===== src/rtl/ym_lfo_pkg.sv =====
// ym_lfo_pkg: shared constants and types for the YM-style LFO generator
package ym_lfo_pkg;

   typedef enum logic [1:0] {
      WAVE_TRI   = 2'd0,
      WAVE_SAW   = 2'd1,
      WAVE_SQR   = 2'd2,
      WAVE_NOISE = 2'd3
   } wave_e;

   localparam int SUB_W = 7;

   localparam logic [SUB_W-1:0] RATE_DIV [8] = '{
      7'd108, 7'd77, 7'd71, 7'd67, 7'd62, 7'd44, 7'd8, 7'd5
   };

   localparam logic [7:0] PM_COEF [8][8] = '{
      '{8'd0, 8'd0, 8'd0, 8'd0,  8'd0,  8'd0,  8'd0,  8'd0},
      '{8'd0, 8'd0, 8'd0, 8'd0,  8'd1,  8'd1,  8'd1,  8'd1},
      '{8'd0, 8'd0, 8'd0, 8'd1,  8'd1,  8'd1,  8'd2,  8'd2},
      '{8'd0, 8'd0, 8'd1, 8'd1,  8'd2,  8'd2,  8'd3,  8'd3},
      '{8'd0, 8'd0, 8'd1, 8'd2,  8'd2,  8'd3,  8'd3,  8'd4},
      '{8'd0, 8'd0, 8'd2, 8'd3,  8'd4,  8'd4,  8'd5,  8'd6},
      '{8'd0, 8'd0, 8'd4, 8'd6,  8'd8,  8'd8,  8'd10, 8'd12},
      '{8'd0, 8'd0, 8'd8, 8'd12, 8'd16, 8'd16, 8'd20, 8'd24}
   };

   localparam logic [16:0] LFSR_SEED = 17'd1;

endpackage


===== src/rtl/ym_lfo_pm.sv =====
// ym_lfo_pm: two-stage PM pipeline, multiply in stage 1, signed add in stage 2
module ym_lfo_pm
   import ym_lfo_pkg::*;
#(
   parameter int FNUM_WIDTH = 11
) (
   input  logic                  clk_i,
   input  logic                  rst_i,
   input  logic                  valid_i,
   input  logic [FNUM_WIDTH-1:0] fnum_i,
   input  logic [2:0]            pms_i,
   input  logic [2:0]            step_i,
   input  logic                  sign_i,
   output logic                  valid_o,
   output logic [FNUM_WIDTH:0]   fnum_o
);
   localparam int OW = FNUM_WIDTH + 1;

   logic          v1_q, v2_q, sign_q;
   logic [OW-1:0] base_q, base_d, off_q, off_d, out_q, out_d;
   logic [14:0]   prod;

   // stage 1 scales the top F-number bits by the coefficient; stage 2 applies it and holds between results
   always_comb begin
      prod   = 15'(fnum_i[FNUM_WIDTH-1 -: 7]) * 15'(PM_COEF[pms_i][step_i]);
      base_d = {fnum_i, 1'b0};
      off_d  = OW'(prod >> 3);
      out_d  = v1_q ? (sign_q ? base_q - off_q : base_q + off_q) : out_q;
   end

   // pipeline registers
   always_ff @(posedge clk_i) begin
      if (rst_i) begin
         v1_q   <= 1'b0;
         v2_q   <= 1'b0;
         sign_q <= 1'b0;
         base_q <= '0;
         off_q  <= '0;
         out_q  <= '0;
      end else begin
         v1_q   <= valid_i;
         v2_q   <= v1_q;
         sign_q <= sign_i;
         base_q <= base_d;
         off_q  <= off_d;
         out_q  <= out_d;
      end
   end

   assign valid_o = v2_q;
   assign fnum_o  = out_q;

endmodule


===== src/rtl/ym_lfo_gen.sv =====
// ym_lfo_gen: frame-locked LFO producing AM attenuation and PM-modulated F-numbers; noise wave enabled by YM_LFO_NOISE_EN
module ym_lfo_gen
   import ym_lfo_pkg::*;
#(
   parameter int SLOTS      = 24,
   parameter int CNT_WIDTH  = 7,
   parameter int FNUM_WIDTH = 11
) (
   input  logic                  MCLK,
   input  logic                  reset,
   input  logic                  slot_ce,
   input  logic                  lfo_en,
   input  logic [2:0]            rate,
   input  logic [1:0]            wave,
   input  logic                  sync,
   input  logic                  fnum_valid,
   input  logic [FNUM_WIDTH-1:0] fnum,
   input  logic [2:0]            pms,
   output logic                  frame_tick,
   output logic [CNT_WIDTH-2:0]  lfo_am,
   output logic                  fnum_lfo_valid,
   output logic [FNUM_WIDTH:0]   fnum_lfo
);
   localparam int SW = SLOTS > 1 ? $clog2(SLOTS) : 1;
   localparam int AW = CNT_WIDTH - 1;

   logic [SW-1:0]        slot_q, slot_d;
   logic [SUB_W-1:0]     sub_q, sub_d;
   logic [CNT_WIDTH-1:0] phase_q, phase_d;
   logic [AW-1:0]        am_q, am_d, am_tri, am_noise, am_shape;
   logic [2:0]           pm_raw, pm_step_q, pm_step_d;
   logic                 pm_sign_q, pm_sign_d, step;

   if (CNT_WIDTH > 4) begin : g_step
      assign pm_raw = phase_q[CNT_WIDTH-3 -: 3];
   end else begin : g_step
      assign pm_raw = {phase_q[1:0], 1'b0};
   end

   assign frame_tick = slot_ce && slot_q == SW'(SLOTS - 1);
   assign step       = frame_tick && lfo_en && sub_q == RATE_DIV[rate] - 7'd1;
   assign am_tri     = phase_q[CNT_WIDTH-1] ? phase_q[AW-1:0] : ~phase_q[AW-1:0];

`ifdef YM_LFO_NOISE_EN
   logic [16:0] lfsr_q, lfsr_d;

   // noise source advances once per LFO step
   always_comb lfsr_d = step ? {lfsr_q[15:0], lfsr_q[16] ^ lfsr_q[13]} : lfsr_q;

   // noise register, reseeded on reset
   always_ff @(posedge MCLK) lfsr_q <= reset ? LFSR_SEED : lfsr_d;

   assign am_noise = lfsr_q[AW-1:0];
`else
   assign am_noise = am_tri;
`endif

   // counter next-states; equality compare lets a sub-counter past a lowered threshold wrap without stepping
   always_comb begin
      slot_d    = !slot_ce ? slot_q : frame_tick ? '0 : slot_q + SW'(1);
      sub_d     = (!lfo_en || sync || step) ? '0 : frame_tick ? sub_q + 7'd1 : sub_q;
      phase_d   = (!lfo_en || sync) ? '0 : step ? phase_q + CNT_WIDTH'(1) : phase_q;
      am_shape  = wave == WAVE_SAW ? phase_q[AW-1:0] :
                  wave == WAVE_SQR ? {AW{~phase_q[CNT_WIDTH-1]}} :
                  wave == WAVE_NOISE ? am_noise : am_tri;
      am_d      = frame_tick ? am_shape : am_q;
      pm_step_d = frame_tick ? pm_raw ^ {3{phase_q[CNT_WIDTH-2]}} : pm_step_q;
      pm_sign_d = frame_tick ? phase_q[CNT_WIDTH-1] : pm_sign_q;
   end

   // counters and the per-frame lock register
   always_ff @(posedge MCLK) begin
      if (reset) begin
         slot_q    <= '0;
         sub_q     <= '0;
         phase_q   <= '0;
         am_q      <= '0;
         pm_step_q <= '0;
         pm_sign_q <= 1'b0;
      end else begin
         slot_q    <= slot_d;
         sub_q     <= sub_d;
         phase_q   <= phase_d;
         am_q      <= am_d;
         pm_step_q <= pm_step_d;
         pm_sign_q <= pm_sign_d;
      end
   end

   assign lfo_am = am_q;

   ym_lfo_pm #(
      .FNUM_WIDTH(FNUM_WIDTH)
   ) u_pm (
      .clk_i   (MCLK),
      .rst_i   (reset),
      .valid_i (fnum_valid),
      .fnum_i  (fnum),
      .pms_i   (pms),
      .step_i  (pm_step_q),
      .sign_i  (pm_sign_q),
      .valid_o (fnum_lfo_valid),
      .fnum_o  (fnum_lfo)
   );

endmodule


===== config.mk =====
export PLATFORM = sky130hd
export DESIGN_NAME = ym_lfo_gen
export DESIGN_NICKNAME = d
export VERILOG_FILES = /design/src/rtl/ym_lfo_pkg.sv /design/src/rtl/ym_lfo_pm.sv /design/src/rtl/ym_lfo_gen.sv
export SDC_FILE = /design/constraint.sdc
export NUM_CORES = 1
export LEC_CHECK = 0
export CORE_MARGIN = 2
export CORE_UTILIZATION = 45
export CTS_BUF_LIST = sky130_fd_sc_hd__clkbuf_4 sky130_fd_sc_hd__clkbuf_8 sky130_fd_sc_hd__clkbuf_16
export CTS_CLUSTER_DIAMETER = 40
export DETAILED_ROUTE_END_ITERATION = 6
export GPL_ROUTABILITY_DRIVEN = 0
export PLACE_DENSITY = 0.74
export RECOVER_POWER = 100
export SYNTH_ARGS = -nofsm -noshare
export SYNTH_HDL_FRONTEND = slang
export SYNTH_SLANG_ARGS = --single-unit

===== constraint.sdc =====
create_clock -name MCLK -period 9.15 [get_ports MCLK]
set_input_delay 1.3725 -clock MCLK [delete_from_list [all_inputs] [get_ports MCLK]]
set_output_delay 1.3725 -clock MCLK [all_outputs]
set_load 0.02 [all_outputs]

# After elaboration in Yosys (flattened, before gate mapping)
# Memories as Yosys holds them, arrays and structs flattened.
# Index checks and enable logic that the tools add are counted.
word_totals:
  n_memories: 2
  regBits: 68
  inputBits: 25
  mem_bits_ro: 568
  word_cells: 55
memory_table:
  columns: ["name", "words", "width", "rd", "rd_ports_with_merged_regs", "write_ports", "line_no", "text"]
  rows:
  - ["(name not given)", 8, 64, 1, 0, 0, "ym_lfo_pm.sv:25", "prod = 15'(fnum_i[FNUM_WIDTH-1 -: 7]) * 15'(PM_COEF[pms_i][step_i]);"]
  - ["(name not given)", 8, 7, 1, 0, 0, "ym_lfo_gen.sv:41", "assign step = frame_tick && lfo_en && sub_q == RATE_DIV[rate] - 7'd1;"]
op_classes:
  add_sub_neg: 6
  mux: 12
  bitwise_logic: 6
  n_mul: 1
  n_lt_le_gt_ge: 3
  n_reduce_logical: 8
  eq_ne: 4
ops:
  columns: ["op", "n"]
  rows:
  - ["$mux W64", 2]
  - ["$bmux W8 S3", 1]
  - ["$mux W6", 3]
  - ["$mux W8", 2]
  - ["$mul A7 B8 Y15", 1]
  - ["$add A7 B1 Y7 const B", 2]
  - ["$mux W7", 2]
  - ["$add A12 B12 Y12", 1]
  - ["$ge A4 B4 Y1 const B", 3]
  - ["$mux W12", 1]
  - ["$not A3 Y4", 3]
  - ["$sub A12 B12 Y12", 1]
  - ["$eq A7 B7 Y1", 1]
  - ["$sub A7 B1 Y7 const B", 1]
  - ["$not A6 Y6", 1]
  - ["$add A5 B1 Y5 const B", 1]
  - ["$eq A5 B5 Y1 const B", 1]
  - ["$mux W5", 1]
  - ["$reduce_or A2 Y1", 2]
  - ["$logic_and A1 B1 Y1", 3]
  - ["$xor A3 B3 Y3", 1]
  - ["$eq A2 B1 Y1 const B", 1]
  - ["$eq A2 B2 Y1 const B", 1]
  - ["$logic_or A1 B1 Y1", 2]
  - ["2 further kinds", 2]

# Longest topological paths before layout
# Gate-level depths: netlist (run 1).
depth:
  ltp_word: 9
  depth_mapped: 19

# Hierarchy
# From an unflattened synthesis (run 1), not the netlist that was laid out.
hier_totals:
  hier_cells: 590
  area_unflattened_um2: 5205.0
modules_own_cells:
  columns: ["mod", "seq_area_each_um2", "instances", "area_per_inst_um2", "cells_per_inst"]
  rows:
  - ["ym_lfo_pm", 740.7, 1, 3568.4, 406]
  - ["ym_lfo_gen", 580.6, 1, 1636.6, 184]

# Worst setup path after synthesis (run 1)
# Ideal clock, no wire load.
synth_path:
  kind: "input to register"
  startpoint: "input port pms[0]"
  endpoint: "register u_pm.off_q[8]"
  stages: 18
  arrival_ps: 6039
  setup_ps: 79
  path_slack_ps: 3032
  path_cell_list: "inv_1 -> ha_1 -> and2_1 -> mux4_2 -> a32oi_2 -> nand2b_1 -> fa_1 -> fa_1 -> inv_1 -> fa_1 -> ha_1 -> ha_1 -> o21a_1 -> o211ai_1 -> o21ai_0 -> or3_1 -> or3b_1 -> o211ai_1"
synth_via:
  elab_chain_len: 8
synth_rtl:
  columns: ["item", "line_no", "text"]
  rows:
  - ["start: declaration", "ym_lfo_gen.sv:18", "input logic [2:0] pms,"]
  - ["$not A3 Y4 (not written as such)", "ym_lfo_pm.sv:25", null]
  - ["$mem_v2 Z8 W64", null, null]
  - ["$mux W64 (not written as such) (2 in a row)", "ym_lfo_pm.sv:25", null]
  - ["$bmux W8 S3", "ym_lfo_pm.sv:25", null]
  - ["$mux W8 (not written as such) (2 in a row)", "ym_lfo_pm.sv:25", null]
  - ["$mul A7 B8 Y15", "ym_lfo_pm.sv:25", null]
  - ["end signal: assignment", "ym_lfo_pm.sv:38", "off_q <= '0;"]
  - ["end signal: assignment", "ym_lfo_pm.sv:45", "off_q <= off_d;"]
  - ["end: declaration", "ym_lfo_pm.sv:20", "logic [OW-1:0] base_q, base_d, off_q, off_d, out_q, out_d;"]
# Every way passes these cells. The select of a mux whose other input is x is not followed.
# A chain may end at the register's enable or synchronous reset.

# Worst setup path after layout (run 1)
layout_path:
  startpoint: "input port pms[1]"
  endpoint: "register u_pm.off_q[8]"
# Same word-level chain as after synthesis.

==> impl_metrics.py, run 1 <==
metrics = {
    "status": {
        "status": "complete, but fails checks",
        "violations": "max-capacitance violations, max-slew violations",
    },
    "worst_setup_path": {
        "crit_family": "adder cells",
        "cp-startpoint": "pms[1]",
        "crit_fanout": 9,
        "cp_slowest_stage_delay_ns": 0.71,
        "cp_cell_sequence": "dlygate4sd3_1, inv_1, ha_1, and2_0, mux4_2, a32oi_1, nand2b_1, fa_1, fa_1, inv_1, fa_1, ha_1, ha_1, o21a_1, o211ai_1, o21ai_0, or3_1, or3b_1, o211ai_1",
        "worst_ep_required_time_ns": 9.39,
        "crit-reg2reg-launch": "pm_step_q[0]",
        "crit_type": "primary input to register",
        "crit_arrival_ns": 7.38,
        "path_buf_inv": 3,
        "end_kind": "register",
        "cp-start-kind": "primary input",
        "slowest_stage": "dlygate4sd3_1",
    },
    "sta": {
        "max_freq_mhz": 140,
        "finClkSkew_ns": 0.00583,
        "whs_ns": 0.455,
        "slew_headroom_pct": -56.8,
        "setup_tns_ns": 0,
        "setup_ws_ns": 2.02,
        "rsz0062_at_grt": "false",
        "final-hold-violation-count": 0,
        "setup_viol": 0,
        "report.final.slew_viol_count": 56,
        "finalCritPeriodShare_pct": 78.0,
        "min_period_ns": 7.13,
        "worst_pin_slew_ns": 2.35,
    },
    "logic_synthesis": {
        "synth_seq_cells": 66,
        "synth-compound-area-share_pct": 15.5,
        "synth_edf_count": 0,
        "synthCells": 586,
        "synth_cell_type_count": 65,
        "synth-xor-area-share_pct": 5.01,
        "synth_top_family_by_area": "simple AND/OR/NAND/NOR gates",
        "seq_area_frac_synth_pct": 26.1,
        "synthSimpleGateAreaFrac_pct": 23.6,
        "yosys.area_share.adder_pct": 21.6,
        "synth_nets": 689,
        "synth.mux.area_fraction_pct": 3.46,
        "syn_area_per_cell_sq_um": 8.65,
        "yosys_warnings": 0,
        "async_flop_share_pct": 0,
        "synth-main-ff-cell": "dfxtp_1",
        "synth_area_sq_um": 5070,
    },
    "drt": {
        "drc": 0,
        "final_antenna_net_count": 0,
        "avgRoutedWirePerCell_microns": 13.3,
        "viasPerCell": 5.41,
        "num_vias": 4157,
        "first_pass_iters": 5,
        "drt_iter0_markers": 169,
        "wl_microns": 10200,
    },
    "clock_network": {
        "cts.sinks": 66,
        "ctsRootBufferMaster": "clkbuf_16",
        "cts_tree": "built",
        "numCtsBuffers": 9,
        "clk_path_buf_depth": 2,
        "clock_latency_ns": 0.33,
        "ctsResizeCount": 0,
        "clk_pin_slew_ns": 0.05,
        "hold_buffers": 0,
        "h-tree-depth": 3,
        "postCtsSetupBuffers": 0,
    },
    "pwr": {
        "pwr_density_cell_nw_per_um2": 121,
        "leakagePower_nw": 2.53,
        "p_total_w": 0.000707,
        "irDropWorstVdd_uv": 112,
    },
    "global_route": {
        "grtUsageMet2_pct": 32.9,
        "grt_usage_pct": 18.7,
        "met3_usage_pct": 3.88,
        "overflow": 0,
        "antenna_found_initial": 0,
        "grt.met1_usage_pct": 22.7,
        "grt_busiest_layer": "met2",
        "grt_max_degree": 56,
        "grt_pass1_vias": 4302,
        "grt_pass1_wl_microns": 18400,
    },
    "floorplanning": {
        "io_pins": 45,
        "row_count": 38,
        "die_x_microns": 110,
        "start_util_pct": 46.3,
        "die_h_microns": 110,
        "die_area_sq_um": 12100,
        "core_sq_um": 10900,
    },
    "layout": {
        "design_area_sq_um": 5860,
        "syn_to_final_growth_pct": 15.7,
        "nets": 726,
        "drive_gt1_share_pct": 3.98,
        "mostFrequentLayoutCells": "66 x dfxtp_1, 62 x ha_1, 60 x nor2_1",
        "final_common_cell": "dfxtp_1",
        "fillers": 1016,
        "diodes": 0,
    },
    "placed_design": {
        "hpwl_microns": 7830,
        "dp_slack_ns": 1.91,
        "dpl_cell_area_sq_um": 5600,
        "portBuffers": 44,
    },
    "hold_path": {
        "hp-start": "u_pm.fnum_o[8]",
        "hp-class": "register to register",
    },
    "run": {
        "maxCapViolations": 1,
    },
}
-- worst paths after layout --
kind	endpoint	depth (start not counted)	slack, ns
min	u_pm.fnum_o[8]	1	0.46
min reg2reg	u_pm.fnum_o[8]	1	0.46
max	u_pm.off_q[8]	19	2.02
max reg2reg	u_pm.off_q[8]	16	3.58
-- registers in the layout, indices dropped and copies added, names as in the netlist --
register	flops
sub_q	7
u_pm.off_q	11
u_pm.v1_q	1
u_pm.fnum_o	12
u_pm.sign_q	1
pm_step_q	3
lfo_am	6
u_pm.valid_o	1
pm_sign_q	1
phase_q	7
slot_q	5
u_pm.base_q	11
-- where the power goes --
group / switching, W / internal, W
Clock: 0.000119 / 0.000220
Combinational: 0.0000374 / 0.0000320
Sequential: 0.00000482 / 0.000294
Total: 0.000161 / 0.000546
-- through the flow --
| stage | std cells | util (%) |
|---|---|---|
| 2_1_floorplan | 586 | - |
| 3_3_place_gp | 752 | 51.2 |
| 3_5_place_dp | 752 | 51.2 |
| 4_1_cts | 768 | 54.0 |
| 5_1_grt | 768 | 53.6 |
| 6_report | 768 | 53.6 |
-- synthesized netlist by cell type (all sizes together) (3+ instances only) --
cell	count	area (sq um)
nand2b	16	100
or2	3	18.8
nor2b	29	181
or4	5	37.5
o21ai	29	145
and3	3	18.8
nor3	8	40.0
o31ai	5	37.5
a21oi	25	125
xnor2	14	123
ha	62	776
xor2	15	131
dfxtp	66	1320
buf	8	50.1
clkbuf	12	45.0
nor3b	5	42.5
inv	39	146
fa	16	320
o211ai	3	22.5
nor2	60	225
o21a	5	37.5
a32oi	4	50.1
a211oi	16	120
nand2	37	139
nand4	4	25.0
a31oi	6	37.5
and2	19	119
o2111ai	3	26.3
a21o	3	22.5
nand3	11	60.1
or3	9	56.3
nand3b	4	42.5
mux2i	13	130
-- routing by layer --
metal  vias up  wire length [microns]
met1      1963                   4890
met2        70                   4900
li1       2111                      -
met4         0                     89
met3        13                    306
met5         -                      0
-- area by class of cell --
type	instances	area [sq um]	area share, %
Tap cell	140	175	2.99
Clock buffer	11	246	4.20
Sequential cell	66	1320	22.5
Timing Repair Buffer	46	443	7.55
Inverter	39	146	2.50
Clock inverter	5	53.8	0.918
Multi-Input combinational cell	461	3480	59.3
-- cells by family after synthesis --
kind of cell             Yosys count
AND/OR/NAND/NOR                  221
multiplexers                      16
flip-flops                        66
AO/OA/AOI/OAI                    117
XOR/XNOR                          29
buffers and inverters             59
adder cells (fa/ha/maj)           78
Power figures use the tool's default switching activity.
==> inputs of run 2 (changes only) <==
- clock period: 9.15 -> 7.3 ns (I/O delays scaled with it)
==> run 2 against run 1 <==
Compared with the run above: the flow still finishes with violations (max-capacitance violations, max-slew violations); largest cell class unchanged; hold slack gained 0.0021 ns; register-to-register slack lost 1.7 ns; first-iteration DRC count shrank 3.0%; clock-buffer cell count shrank 1; highest routed layer unchanged.
==> impl_metrics.py, run 2 (synthesis results as in run 1) <==
metrics = {
    "sta": {
        "max_freq_mhz": 152,
        "setup_viol": 0,
        "finClkSkew_ns": 0.00436,
        "slew_headroom_pct": -56.1,
        "final-hold-violation-count": 0,
        "report.final.slew_viol_count": 56,
        "setup_tns_ns": 0,
        "worst_pin_slew_ns": 2.34,
        "finalCritPeriodShare_pct": 89.9,
        "setup_ws_ns": 0.739,
        "min_period_ns": 6.56,
        "rsz0062_at_grt": "false",
    },
    "layout": {
        "largest_reg_flops": 12,
        "diodes": 0,
        "multiInputGateArea_sq_um": 3490,
        "nets": 727,
        "final_common_cell": "dfxtp_1",
        "drive_gt1_share_pct": 4.45,
        "syn_to_final_growth_pct": 15.5,
        "layout.cells.non_filler": 769,
        "mostFrequentLayoutCells": "66 x dfxtp_1, 62 x ha_1, 60 x nor2_1",
        "fillers": 1007,
        "design_area_sq_um": 5850,
        "regArea_sq_um": 1320,
    },
    "global_route": {
        "grt_pass1_wl_microns": 18400,
        "grt_max_degree": 56,
        "grt_pass1_vias": 4177,
        "antenna_found_initial": 0,
        "overflow": 0,
        "grt_usage_pct": 18.9,
    },
    "worst_setup_path": {
        "crit_fanout": 9,
        "slowest_stage": "dlygate4sd3_1",
        "cp_cell_sequence": "dlygate4sd3_1, inv_1, ha_1, mux2i_1, o21ai_0, o22ai_1, nand2b_1, fa_1, fa_1, inv_1, fa_1, ha_1, ha_1, o21a_1, o211ai_1, o21ai_0, or3_1, or3b_1, o211ai_1",
        "crit_arrival_ns": 6.81,
        "crit_type": "primary input to register",
        "cp-start-kind": "primary input",
        "worst_ep_required_time_ns": 7.55,
        "cp_slowest_stage_delay_ns": 0.70,
        "path_buf_inv": 3,
        "end_kind": "register",
        "r2r_cells": 16,
        "crit_family": "adder cells",
        "cp_num_cells": 19,
    },
    "clock_network": {
        "h-tree-depth": 3,
        "numCtsBuffers": 9,
        "ctsRootBufferMaster": "clkbuf_16",
        "hold_buffers": 0,
        "cts_tree": "built",
        "clock_latency_ns": 0.33,
        "ctsResizeCount": 0,
        "cts.sinks": 66,
        "clk_path_buf_depth": 2,
        "clk_pin_slew_ns": 0.05,
        "postCtsSetupBuffers": 0,
    },
    "floorplanning": {
        "start_util_pct": 46.3,
        "row_count": 38,
        "io_pins": 45,
        "die_h_microns": 110,
        "core_sq_um": 10900,
        "die_area_sq_um": 12100,
        "die_x_microns": 110,
    },
    "drt": {
        "num_vias": 4187,
        "viasPerCell": 5.44,
        "final_antenna_net_count": 0,
        "drt_iter0_markers": 164,
        "wl_microns": 10600,
        "drc": 0,
        "first_pass_iters": 4,
        "avgRoutedWirePerCell_microns": 13.7,
    },
    "run": {
        "maxCapViolations": 1,
    },
    "hold_path": {
        "hp-class": "register to register",
        "min_path_cells": 1,
    },
    "placed_design": {
        "hpwl_microns": 8020,
        "dpl_cell_area_sq_um": 5610,
        "dp_slack_ns": 0.504,
        "placedCellCount": 753,
        "portBuffers": 44,
    },
    "pwr": {
        "leakagePower_nw": 2.52,
        "pwr_density_cell_nw_per_um2": 145,
        "irDropWorstVdd_uv": 132,
    },
    "status": {
        "status": "complete, but fails checks",
        "violations": "max-capacitance violations, max-slew violations",
    },
}
==> run 2: power by group <==
group | internal [W] | leakage (nW) | total [W] | switching (W)
clock | 0.000231 | 0.139 | 0.000384 | 0.000153
sequential | 0.000368 | 0.537 | 0.000374 | 0.00000594
combinational | 0.0000402 | 1.84 | 0.0000878 | 0.0000476
==> run 2: path summary, 6_finish.rpt <==
check | slack [ns] | startpoint | end
max | 0.74 | pms[1] | u_pm.off_q[8]
min | 0.46 | u_pm.fnum_o[8] | u_pm.fnum_o[8]
max reg2reg | 1.93 | pm_step_q[0] | u_pm.off_q[8]
min reg2reg | 0.46 | u_pm.fnum_o[8] | u_pm.fnum_o[8]
==> run 2: metal layers <==
metal / vias to the layer above / GRT usage (%) / part of all wire (%)
li1: 2121 / - / -
met1: 1955 / 23.4 / 47
met2: 93 / 32.7 / 48
met3: 18 / 4.06 / 3.6
met4: 0 / 6.25 / 1.6
met5: - / 0 / 0
==> run 2: final cells by class <==
class | instances | area share [%]
inverter | 39 | 2.50
clock inverter | 6 | 0.577
timing repair buffer | 47 | 7.70
sequential | 66 | 22.6
multi-input combinational | 461 | 59.7
clock buffer | 10 | 3.98
tap | 140 | 2.99
==> run 2: through the flow <==
step,total power [W],hold WS (ns),utilization [%]
global placement,0.000469,0.447,51.3
floorplan,0.000437,0.437,-
global route,0.000883,0.493,53.5
detailed placement,0.000472,0.454,51.3
finish,0.000846,0.457,53.5
CTS,0.000858,0.467,53.7
==> inputs of run 3 (changes only) <==
- CORE_UTILIZATION: 45 -> 40
- PLACE_DENSITY: 0.74 -> 0.68
- SLEW_MARGIN: default -> 20
==> run 3 against run 2 <==
Compared with the run above: the run still ends with max-capacitance violations, max-slew violations left; wire length is 2.4% lower; hold slack got worse by 0.0020 ns; via count shrank 0.86%; power increased by 11%; flip-flop and latch count unchanged; die area up 12%; non-clock buffer count did not move; fmax is 1.4% higher; final cell count up 4.2%; combinational power is 0.5% higher; first-iteration DRC count up 6.7%; final area increased by 1.9%; critical endpoint is now u_pm.off_q[9]; largest power group unchanged.
==> impl_metrics.py, run 3 (synthesis results as in run 1) <==
metrics = {
    "pwr": {
        "p_seq_share_pct": 39.8,
        "irDropWorstVdd_uv": 138,
        "leakagePower_nw": 2.55,
        "clockPowerShare_pct": 50.8,
        "combinationalPowerShare_pct": 9.4,
        "swShare_pct": 22.6,
        "pwr_density_cell_nw_per_um2": 158,
        "p_switching_w": 0.000213,
        "p_int_w": 0.000728,
    },
    "clock_network": {
        "hold_buffers": 0,
        "clock_latency_ns": 0.33,
        "ctsRootBufferMaster": "clkbuf_16",
        "clk_path_buf_depth": 2,
        "cts.sinks": 66,
        "ctsResizeCount": 0,
        "numCtsBuffers": 9,
        "clk_pin_slew_ns": 0.05,
        "cts_tree": "built",
        "postCtsSetupBuffers": 0,
        "h-tree-depth": 3,
    },
    "global_route": {
        "grt_pass1_wl_microns": 18100,
        "grt_usage_pct": 16.4,
        "grt_max_degree": 56,
        "overflow": 0,
        "grt_pass1_vias": 4103,
        "antenna_found_initial": 0,
    },
    "placed_design": {
        "hpwl_microns": 8010,
        "dpl_cell_area_sq_um": 5650,
        "portBuffers": 44,
    },
    "layout": {
        "nets": 727,
        "fillers": 1220,
        "final_common_cell": "dfxtp_1",
        "syn_to_final_growth_pct": 17.7,
        "diodes": 0,
        "largest_reg_flops": 12,
        "design_area_sq_um": 5960,
        "mostFrequentLayoutCells": "66 x dfxtp_1, 62 x ha_1, 60 x nor2_1",
        "drive_gt1_share_pct": 4.45,
    },
    "worst_setup_path": {
        "end_kind": "register",
        "r2r_end": "u_pm.off_q[9]",
        "crit_type": "primary input to register",
        "slowest_stage": "dlygate4sd3_1",
        "crit_family": "adder cells",
        "crit_path_frequent_cell": "ha_1",
        "cp_num_cells": 18,
        "cp-start-kind": "primary input",
        "cp_slowest_stage_delay_ns": 0.71,
        "crit_fanout": 9,
        "crit-reg2reg-launch": "pm_step_q[0]",
        "r2r_cells": 15,
        "ff2ff_setup_slack_ns": 2.04,
        "cp_cell_sequence": "dlygate4sd3_1, inv_1, ha_1, mux2i_1, o21ai_0, o22ai_1, nor2b_1, fa_1, ha_1, ha_1, fa_1, ha_1, a21o_1, a21o_1, a211oi_1, o21ai_0, a221oi_1, mux2_1",
        "crit_arrival_ns": 6.68,
        "path_buf_inv": 2,
        "worst_ep_required_time_ns": 7.51,
        "cp-startpoint": "pms[1]",
    },
    "sta": {
        "report.final.slew_viol_count": 56,
        "setup_viol": 0,
        "rsz0062_at_grt": "false",
        "final-hold-violation-count": 0,
        "max_freq_mhz": 155,
        "setup_tns_ns": 0,
        "finalCritPeriodShare_pct": 88.6,
        "worst_pin_slew_ns": 2.33,
        "slew_headroom_pct": -55.3,
        "min_period_ns": 6.47,
        "finClkSkew_ns": 0.00539,
    },
    "status": {
        "status": "complete, but fails checks",
        "violations": "max-capacitance violations, max-slew violations",
    },
    "hold_path": {
        "hp-start": "u_pm.fnum_o[8]",
        "min_path_cells": 1,
        "hold_path_end": "u_pm.fnum_o[8]",
        "hp-class": "register to register",
    },
    "floorplanning": {
        "die_area_sq_um": 13600,
        "core_sq_um": 12500,
        "start_util_pct": 40.5,
        "die_x_microns": 117,
        "die_h_microns": 117,
        "row_count": 41,
        "io_pins": 45,
    },
    "drt": {
        "avgRoutedWirePerCell_microns": 12.9,
        "final_antenna_net_count": 0,
        "viasPerCell": 5.18,
        "num_vias": 4151,
        "first_pass_iters": 4,
        "drc": 0,
        "wl_microns": 10300,
        "drt_iter0_markers": 175,
    },
    "run": {
        "maxCapViolations": 1,
    },
}
## run 3: through the flow
step / cells / hold WS (ns) / setup WS [ns] / total power, W / util, %
CTS: 801 / 0.466 / 0.912 / 0.000956 / 47.8
detailed placement: 785 / 0.453 / 0.571 / 0.000472 / 45.1
finish: 801 / 0.455 / 0.829 / 0.000940 / 47.6
global route: 801 / 0.483 / 0.513 / 0.000977 / 47.6
global placement: 785 / 0.446 / 0.696 / 0.000469 / 45.1
floorplan: 586 / 0.437 / 1.46 / 0.000437 / -
## run 3: routing by layer
metal / GRT usage, % / routed length [microns]
met1: 20.3 / 4780
met2: 28.7 / 4950
met3: 3.58 / 423
met4: 4.86 / 152
met5: 0 / 0
## run 3: power by group through the flow
stage,clock [W],sequential (W),combinational (W)
global placement,0,0.000382,0.0000875
CTS,0.000492,0.000374,0.0000904
finish,0.000478,0.000374,0.0000882
detailed placement,0,0.000382,0.0000900
global route,0.000504,0.000375,0.0000984
floorplan,0,0.000384,0.0000535
## run 3: cell type report
cell class | count | area (sq um) | share of cell area, %
Inverter | 39 | 146 | 2.46
Clock buffer | 11 | 253 | 4.24
Timing Repair Buffer | 47 | 450 | 7.56
Tap cell | 172 | 215 | 3.61
Sequential cell | 66 | 1320 | 22.2
Clock inverter | 5 | 85.1 | 1.43
Multi-Input combinational cell | 461 | 3490 | 58.6
## run 3: how the worst max path moves through the flow
| stage | to | slack (ns) |
|---|---|---|
| floorplan | u_pm.off_q[8] | 1.46 |
| finish | u_pm.off_q[9] | 0.83 |
| global placement | u_pm.off_q[8] | 0.70 |
| CTS | u_pm.off_q[8] | 0.91 |
| global route | u_pm.off_q[10] | 0.51 |
| detailed placement | u_pm.off_q[8] | 0.57 |
